===== config.mk =====
export PLATFORM = sky130hd
export DESIGN_NAME = ipgu_raster_loader
export DESIGN_NICKNAME = d
export VERILOG_FILES = /design/src/rtl/ipgu_raster_loader.sv
export SDC_FILE = /design/constraint.sdc
export NUM_CORES = 1
export LEC_CHECK = 0
export CORE_UTILIZATION = 45
export CTS_CLUSTER_DIAMETER = 30
export DETAILED_ROUTE_END_ITERATION = 16
export PLACE_DENSITY = 0.72
export SLEW_MARGIN = 25
export SYNTH_ARGS = -nofsm -noshare
export SYNTH_HDL_FRONTEND = slang
export SYNTH_SLANG_ARGS = --single-unit

===== constraint.sdc =====
create_clock -name clk -period 2.4 [get_ports clk]
set_input_delay 0.48 -clock clk [delete_from_list [all_inputs] [get_ports clk]]
set_output_delay 0.48 -clock clk [all_outputs]
set_load 0.03 [all_outputs]

===== src/rtl/ipgu_raster_loader.sv =====
// ipgu_raster_loader
//   Streams a frame of pixels, arriving in raster order over a valid/ready
//   handshake, into a downstream RAM write port. Each accepted pixel is
//   written at {y,x} one cycle later; done pulses with the final write.
//
// Optional feature: define IPGU_LOADER_CLEAR_EN to insert a CLEAR pass that
//   writes zero to every address before pixels are accepted.
//
// Ports
//   clk, rst_n         : clock, asynchronous active-low reset
//   start, abort       : begin a frame load / cancel the load in progress
//   busy, done         : not-idle flag / one-cycle frame-complete pulse
//   pix_valid, pix_ready, pix_data : upstream pixel handshake
//   ram_addr ({y,x}), ram_wrData, ram_cs, ram_we, ram_wrAll : RAM write port
module ipgu_raster_loader #(
    parameter int DATA_WIDTH   = 8,
    parameter int DEPTH_X      = 300,
    parameter int DEPTH_Y      = 300,
    parameter int ADDR_WIDTH_X = $clog2(DEPTH_X),
    parameter int ADDR_WIDTH_Y = $clog2(DEPTH_Y)
) (
    input  logic                               clk,
    input  logic                               rst_n,
    input  logic                               start,
    input  logic                               abort,
    output logic                               busy,
    output logic                               done,
    input  logic                               pix_valid,
    output logic                               pix_ready,
    input  logic [DATA_WIDTH-1:0]              pix_data,
    output logic [ADDR_WIDTH_X+ADDR_WIDTH_Y-1:0] ram_addr,
    output logic [DATA_WIDTH-1:0]              ram_wrData,
    output logic                               ram_cs,
    output logic                               ram_we,
    output logic                               ram_wrAll
);

`ifdef IPGU_LOADER_CLEAR_EN
    typedef enum logic [1:0] {IDLE = 2'd0, LOAD = 2'd1, CLEAR = 2'd2} state_t;
    localparam state_t START_STATE = CLEAR;
`else
    typedef enum logic [1:0] {IDLE = 2'd0, LOAD = 2'd1} state_t;
    localparam state_t START_STATE = LOAD;
`endif

    localparam logic [ADDR_WIDTH_X-1:0] X_LAST = ADDR_WIDTH_X'(DEPTH_X - 1);
    localparam logic [ADDR_WIDTH_Y-1:0] Y_LAST = ADDR_WIDTH_Y'(DEPTH_Y - 1);

    state_t                  state;
    logic [ADDR_WIDTH_X-1:0] x;
    logic [ADDR_WIDTH_Y-1:0] y;
    logic [ADDR_WIDTH_X-1:0] x_nxt;
    logic [ADDR_WIDTH_Y-1:0] y_nxt;
    logic                    frame_last;

    // Raster-order successor of the current coordinate.
    // NOTE: every always_comb output gets a default first so no path can infer a latch.
    always_comb begin
        x_nxt      = x + 1'b1;
        y_nxt      = y;
        frame_last = (x == X_LAST) && (y == Y_LAST);
        if (x == X_LAST) begin
            x_nxt = '0;
            y_nxt = y + 1'b1;
        end
    end

    assign busy      = (state != IDLE);
    assign pix_ready = (state == LOAD);
    assign ram_wrAll = 1'b0;

    // NOTE: sequential state uses non-blocking assignments only; later
    // assignments in the same block deliberately override earlier ones.
    always_ff @(posedge clk or negedge rst_n) begin
        if (!rst_n) begin
            state      <= IDLE;
            x          <= '0;
            y          <= '0;
            done       <= 1'b0;
            ram_cs     <= 1'b0;
            ram_we     <= 1'b0;
            ram_addr   <= '0;
            ram_wrData <= '0;
        end else begin
            // Strobes default low; address and data hold between writes.
            ram_cs <= 1'b0;
            ram_we <= 1'b0;
            done   <= 1'b0;
            case (state)
                IDLE: begin
                    // abort wins over start; on its own abort changes nothing here.
                    if (start && !abort) begin
                        x     <= '0;
                        y     <= '0;
                        state <= START_STATE;
                    end
                end
`ifdef IPGU_LOADER_CLEAR_EN
                CLEAR: begin
                    ram_cs     <= 1'b1;
                    ram_we     <= 1'b1;
                    ram_addr   <= {y, x};
                    ram_wrData <= '0;
                    if (abort || frame_last) begin
                        x     <= '0;
                        y     <= '0;
                        state <= abort ? IDLE : LOAD;
                    end else begin
                        x <= x_nxt;
                        y <= y_nxt;
                    end
                end
`endif
                LOAD: begin
                    // A pixel accepted on the abort edge is still written.
                    if (pix_valid) begin
                        ram_cs     <= 1'b1;
                        ram_we     <= 1'b1;
                        ram_addr   <= {y, x};
                        ram_wrData <= pix_data;
                        if (frame_last) begin
                            x     <= '0;
                            y     <= '0;
                            state <= IDLE;
                            done  <= !abort;
                        end else begin
                            x <= x_nxt;
                            y <= y_nxt;
                        end
                    end
                    if (abort) begin
                        x     <= '0;
                        y     <= '0;
                        state <= IDLE;
                    end
                end
                default: state <= IDLE;
            endcase
        end
    end

endmodule


* Word level (Yosys, flattened, before mapping) *
Cells that the tools add are included.

cells by class
  add/sub/neg operators = 2
  equality and inequality tests = 7
  multiplexer cells = 21
  reduce and logical (&&, ||, !) cells = 10

operators with widths
  kind                                                                     number
  9-bit two-way mux                                                        9
  9-bit case mux with 2 select lines                                       2
  9-bit by 1-bit adder with 9-bit output, second input constant            2
  9-bit == test, second input constant                                     2
  2-bit two-way mux                                                        4
  3-bit AND reduction                                                      2
  1-bit two-way mux                                                        5
  4-bit by 2-bit inequality test with 1-bit output, second input constant  1
  2-bit case mux with 2 select lines                                       1
  4-bit AND reduction                                                      1
  2-bit nonzero test                                                       2
  3-bit by 2-bit inequality test with 1-bit output, second input constant  1
  3-bit inequality test, second input constant                             1
  2-bit by 1-bit == test with 1-bit output, second input constant          1
  1-bit logical AND                                                        2
  2-bit zero test                                                          1
  2-bit inequality test, second input constant                             1
  2-bit AND reduction                                                      1
  1-bit zero test                                                          1

word-level totals
  register bits = 48
  input bits = 13
  output and inout port bits = 32
  word-level logic and storage cells = 47

* Depth between registers and ports, before layout *
Gate-level depths: netlist of run 1.

  depth in word-level cells = 6
  mapped depth = 7

* Worst setup path before layout of run 1 *
No wires, ideal clock.

  path type = reg-to-reg
  start point = register state[0]
  end point = register y[8]
  arrival time = 1.745 ns
  data required time = 2.321 ns
  path slack = 0.576 ns
  stages on the path, launching flop included = 7
  cell sequence = dfrtp_1 buf_6 or3b_4 o21ai_2 buf_6 or4_1 a21oi_1

on the way
  longest elaborated chain between the ends = 3

RTL lines
  item                                                                                             line  text
  start: declaration                                                                               49    state_t state;
  start signal: assignment                                                                         76    state <= IDLE;
  start signal: assignment                                                                         95    state <= START_STATE;
  start signal: assignment                                                                         124   state <= IDLE;
  2-bit by 1-bit == test with 1-bit output or 2-bit zero test (tied branches)                      89    case (state)
  4-bit by 2-bit inequality test with 1-bit output (no source line), or another cell as far along  -
  4-bit AND reduction (no source line)                                                             -
  end signal: assignment                                                                           128   y <= y_nxt;
  end: declaration                                                                                 51    logic [ADDR_WIDTH_Y-1:0] y;

Several ways; a longest one is shown, not always the timed one.
A chain may end at the register's enable or synchronous reset.

* Worst setup path after layout of run 1 *
  start point = register state[0]
  end point = output port pix_ready

on the way
  longest elaborated chain between the ends = 1

RTL lines
  item                                      line  text
  2-bit by 1-bit == test with 1-bit output  69    assign pix_ready = (state == LOAD);
  end: declaration                          29    output logic pix_ready,

Every way passes these cells.

==> results.tsv, run 1 <==
stage	metric	value	unit
global_route	grt_start_max_net_pins	48	
setup_path	worstPathArrival	1580	ps
final_layout	instances_no_fill	274	
setup_path	worst_setup_path_end_kind	output pin	
setup_path	path_buf_inv	1	
route	drc_errors	4	
final_layout	antenna-diode-count	0	
logic_synthesis	postSynthRegisterBits	47	
global_route	first_global_vias	1526	
logic_synthesis	postSynthCellCount	176	
setup_path	setup.worst_path.class	reg2out	
clocking	cts.clk_slew.worst_paths	80	ps
timing	timing.hold.ws	256.7	ps
global_route	grt_antenna_before_repair	0	
die	die_width	70.73	um
timing	slew_headroom	0.6136	
clocking	clock_root_buffer	sky130_fd_sc_hd__clkbuf_8	
clocking	cts-root-to-sink-buffers	2	
setup_path	worst_path_max_delay_cell	sky130_fd_sc_hd__clkdlybuf4s50_1	
clocking	h-tree-depth	2	
flow_run	max-cap-violations	0	
final_layout	fin_util	0.6014	
final_layout	synthToLayoutAreaGrowth	25.72	%
timing	worst-slew-pin-transition	579.6	ps
run_status	outcome	finished with violations	
setup_path	critical_path_required	1920	ps
placed_design	dp_cells	268	
timing	setup_viol	0	
final_layout	layout-drive-gt1-share	0.1982	
die	floorplan.die_area	5003	um2
timing	finalWorstPathRequiredPeriod	2056	ps
final_layout	fillers	356	
die	floorplan.core_area	4444	um2
route	num_vias	1578	
die	die_y	70.73	um
route	route.detailed.wl_per_inst	15.42	um
die	placement_rows	24	
route	postRouteAntennaNets	0	
timing	final.setup_skew	6.573	ps
logic_synthesis	netlist-cell-type-count	35	
logic_synthesis	post_synth.cell_area_avg	12.08	um2
global_route	grt_util_all_layers	0.1877	
hold_path	worstHoldPathType	in2async	
die	io_pins	45	
setup_path	critical_path.cell_chain	clkdlybuf4s50_1	
setup_path	worst_path_largest_cell_delay	740	ps
setup_path	biggest_fanout_along_the_worst_timing_path	11	
setup_path	crit_family	buffers and inverters	
route	detail_route.vias_per_cell	5.759	
placed_design	placedInstanceArea	2600	um2
logic_synthesis	syn-num-nets	191	
logic_synthesis	post_synth_instance_area	2126	um2
clocking	tritoncts	built	
run_status	violated_checks	DRC	
power	total_power	2.459	mW
clocking	cts_made_buffers	5	
route	totalWireLength	4.224	mm
setup_path	timing.reg2reg.setup_slack	490	ps
placed_design	routabilityCongestion	0.7927	
route	iteration_count_of_the_initial_detailed_routing_pass	10	
power	cellLeakagePower	1.137	nW
timing	final_hold_viol_count	0	
die	starting_density	0.4783	
global_route	grt_pass1_wl	7.265	mm
clocking	cts-hold-fix-buffers	0	
timing	slew_viol_final	0	
clocking	insertion_delay	290	ps
placed_design	place_ws	71.76	ps
timing	postLayoutSetupSlackWorst	344.4	ps
route	detailedRoute.firstIterationViolations	168	
power	power.density	920.2	nW/um2
logic_synthesis	ys_seq_area_frac	0.5533	
timing	rsz0062_at_grt	no	
clocking	tritoncts_num_sinks	47	
final_layout	post-route-cell-area	2673	um2
power	peakVddDrop	0.0005000	V
logic_synthesis	yosysWarnings	0	
placed_design	io_buffer_count	43	
timing	timing.final.crit_share	0.8565	
setup_path	ff2ff_path_depth	6	
timing	clock.fmax	0.4865	GHz
timing	setup_tns	0	ps
setup_path	reg2reg_to	y[8]	
setup_path	worst_setup_path_start_kind	flop	
global_route	grt.overflow.total	0	
setup_path	r2r-start	x[0]	
clocking	post_cts_gate_resize_count	0	
clocking	number_of_buffers_added_for_setup_after_cts	0	
placed_design	hpwl	2.920	mm
final_layout	fin_nets	238	
-- per-layer routing --
layer,share of wire,up-vias,GRT usage,routed length [um]
met3,0.067,4,0.06268,283
met5,0,-,0,0
met4,0.0054,0,0.06000,23
met1,0.45,757,0.2495,1918
met2,0.47,66,0.2927,1998
li1,-,751,-,-
-- area by class of cell --
type                            count  area (um2)  area share
Multi-Input combinational cell    117       873.3      0.3268
Inverter                            2       7.507    0.002809
Tap cell                           52       65.06     0.02434
Timing Repair Buffer               50       478.0      0.1788
Sequential cell                    47        1176      0.4401
Clock buffer                        6       72.57     0.02715
-- how the worst max path moves through the flow --
stage,slack [ps],startpoint,depth (start not counted),to
after global placement,160,abort,6,x[8]
final,340,state[0],1,pix_ready
after global routing,220,abort,6,x[3]
after floorplan,580,state[0],6,y[8]
after detailed placement,70,abort,6,x[2]
after CTS,320,state[0],1,pix_ready
-- report_power, final --
| part | internal [mW] | switching, mW | leakage, nW |
|---|---|---|---|
| Clock | 0.194 | 0.233 | 0.0371 |
| Sequential | 0.928 | 0.115 | 0.632 |
| Combinational | 0.435 | 0.555 | 0.468 |
| Total | 1.56 | 0.902 | 1.14 |
-- cells by family (layout without fill, tap and decap cells) --
logic type,count (synthesis),count (layout),synth area share
compound gates,39,39,0.1130
other cells,1,1,0.001764
mux,26,26,0.1377
simple gates,48,48,0.1424
fa+ha+maj,2,2,0.01177
flops,47,47,0.5533
xor+xnor,1,1,0.004121
buf+inv,12,58,0.03590
-- layout by cell type, fill, tap and decap left out, types with 2 or more instances in the layout --
master and count:
sky130_fd_sc_hd__dfrtp_1 47, sky130_fd_sc_hd__clkdlybuf4s50_1 42, sky130_fd_sc_hd__mux2_2 26, sky130_fd_sc_hd__a21oi_1 15
sky130_fd_sc_hd__o31ai_1 10, sky130_fd_sc_hd__nand2_1 9, sky130_fd_sc_hd__or4_1 9, sky130_fd_sc_hd__nand3_1 8
sky130_fd_sc_hd__o21ai_0 8, sky130_fd_sc_hd__buf_4 7, sky130_fd_sc_hd__or3_1 5, sky130_fd_sc_hd__clkbuf_8 5
sky130_fd_sc_hd__nor2_1 3, sky130_fd_sc_hd__inv_1 2, sky130_fd_sc_hd__nor4bb_1 2, sky130_fd_sc_hd__nand4_1 2
sky130_fd_sc_hd__and4_1 2, sky130_fd_sc_hd__ha_1 2
-- flip-flops by register name (all words and copies together) (netlist names) --
register,cells
y,9
ram_wrData,8
state,1
ram_addr,18
x,9
ram_we,1
done,1
-- synthesized netlist by cell type (all sizes together) --
library cell / n / area (um2)
clkbuf: 1 / 3.750
a21oi: 15 / 75.07
nor2: 3 / 11.26
xor2: 1 / 8.760
dfrtp: 47 / 1176
conb: 1 / 3.750
inv: 2 / 7.510
and3: 1 / 6.260
or3b: 1 / 11.26
ha: 2 / 25.02
o31ai: 10 / 75.07
nand2b: 1 / 6.260
nor4bb: 2 / 20.02
or4: 9 / 67.56
a21boi: 1 / 7.510
mux2: 26 / 292.8
or3: 5 / 31.28
and4bb: 2 / 25.02
and4: 2 / 17.52
o21ai: 10 / 53.80
nand2: 9 / 33.78
o2111ai: 1 / 8.760
nor2b: 1 / 6.260
nand4: 2 / 12.51
and2b: 1 / 8.760
o211ai: 2 / 20.02
nor3: 1 / 5.000
nand3: 8 / 40.04
buf: 9 / 65.06
(Power assumes the default switching activity.)
==> run 2: changes to the inputs <==
--- a/config.mk
+++ b/config.mk
@@ -9,7 +9,6 @@
 export CTS_CLUSTER_DIAMETER = 30
 export DETAILED_ROUTE_END_ITERATION = 16
 export PLACE_DENSITY = 0.72
-export SLEW_MARGIN = 25
 export SYNTH_ARGS = -nofsm -noshare
 export SYNTH_HDL_FRONTEND = slang
 export SYNTH_SLANG_ARGS = --single-unit
==> results of run 2 <==
Final layout, timing and power as in run 1 (identical DEF).
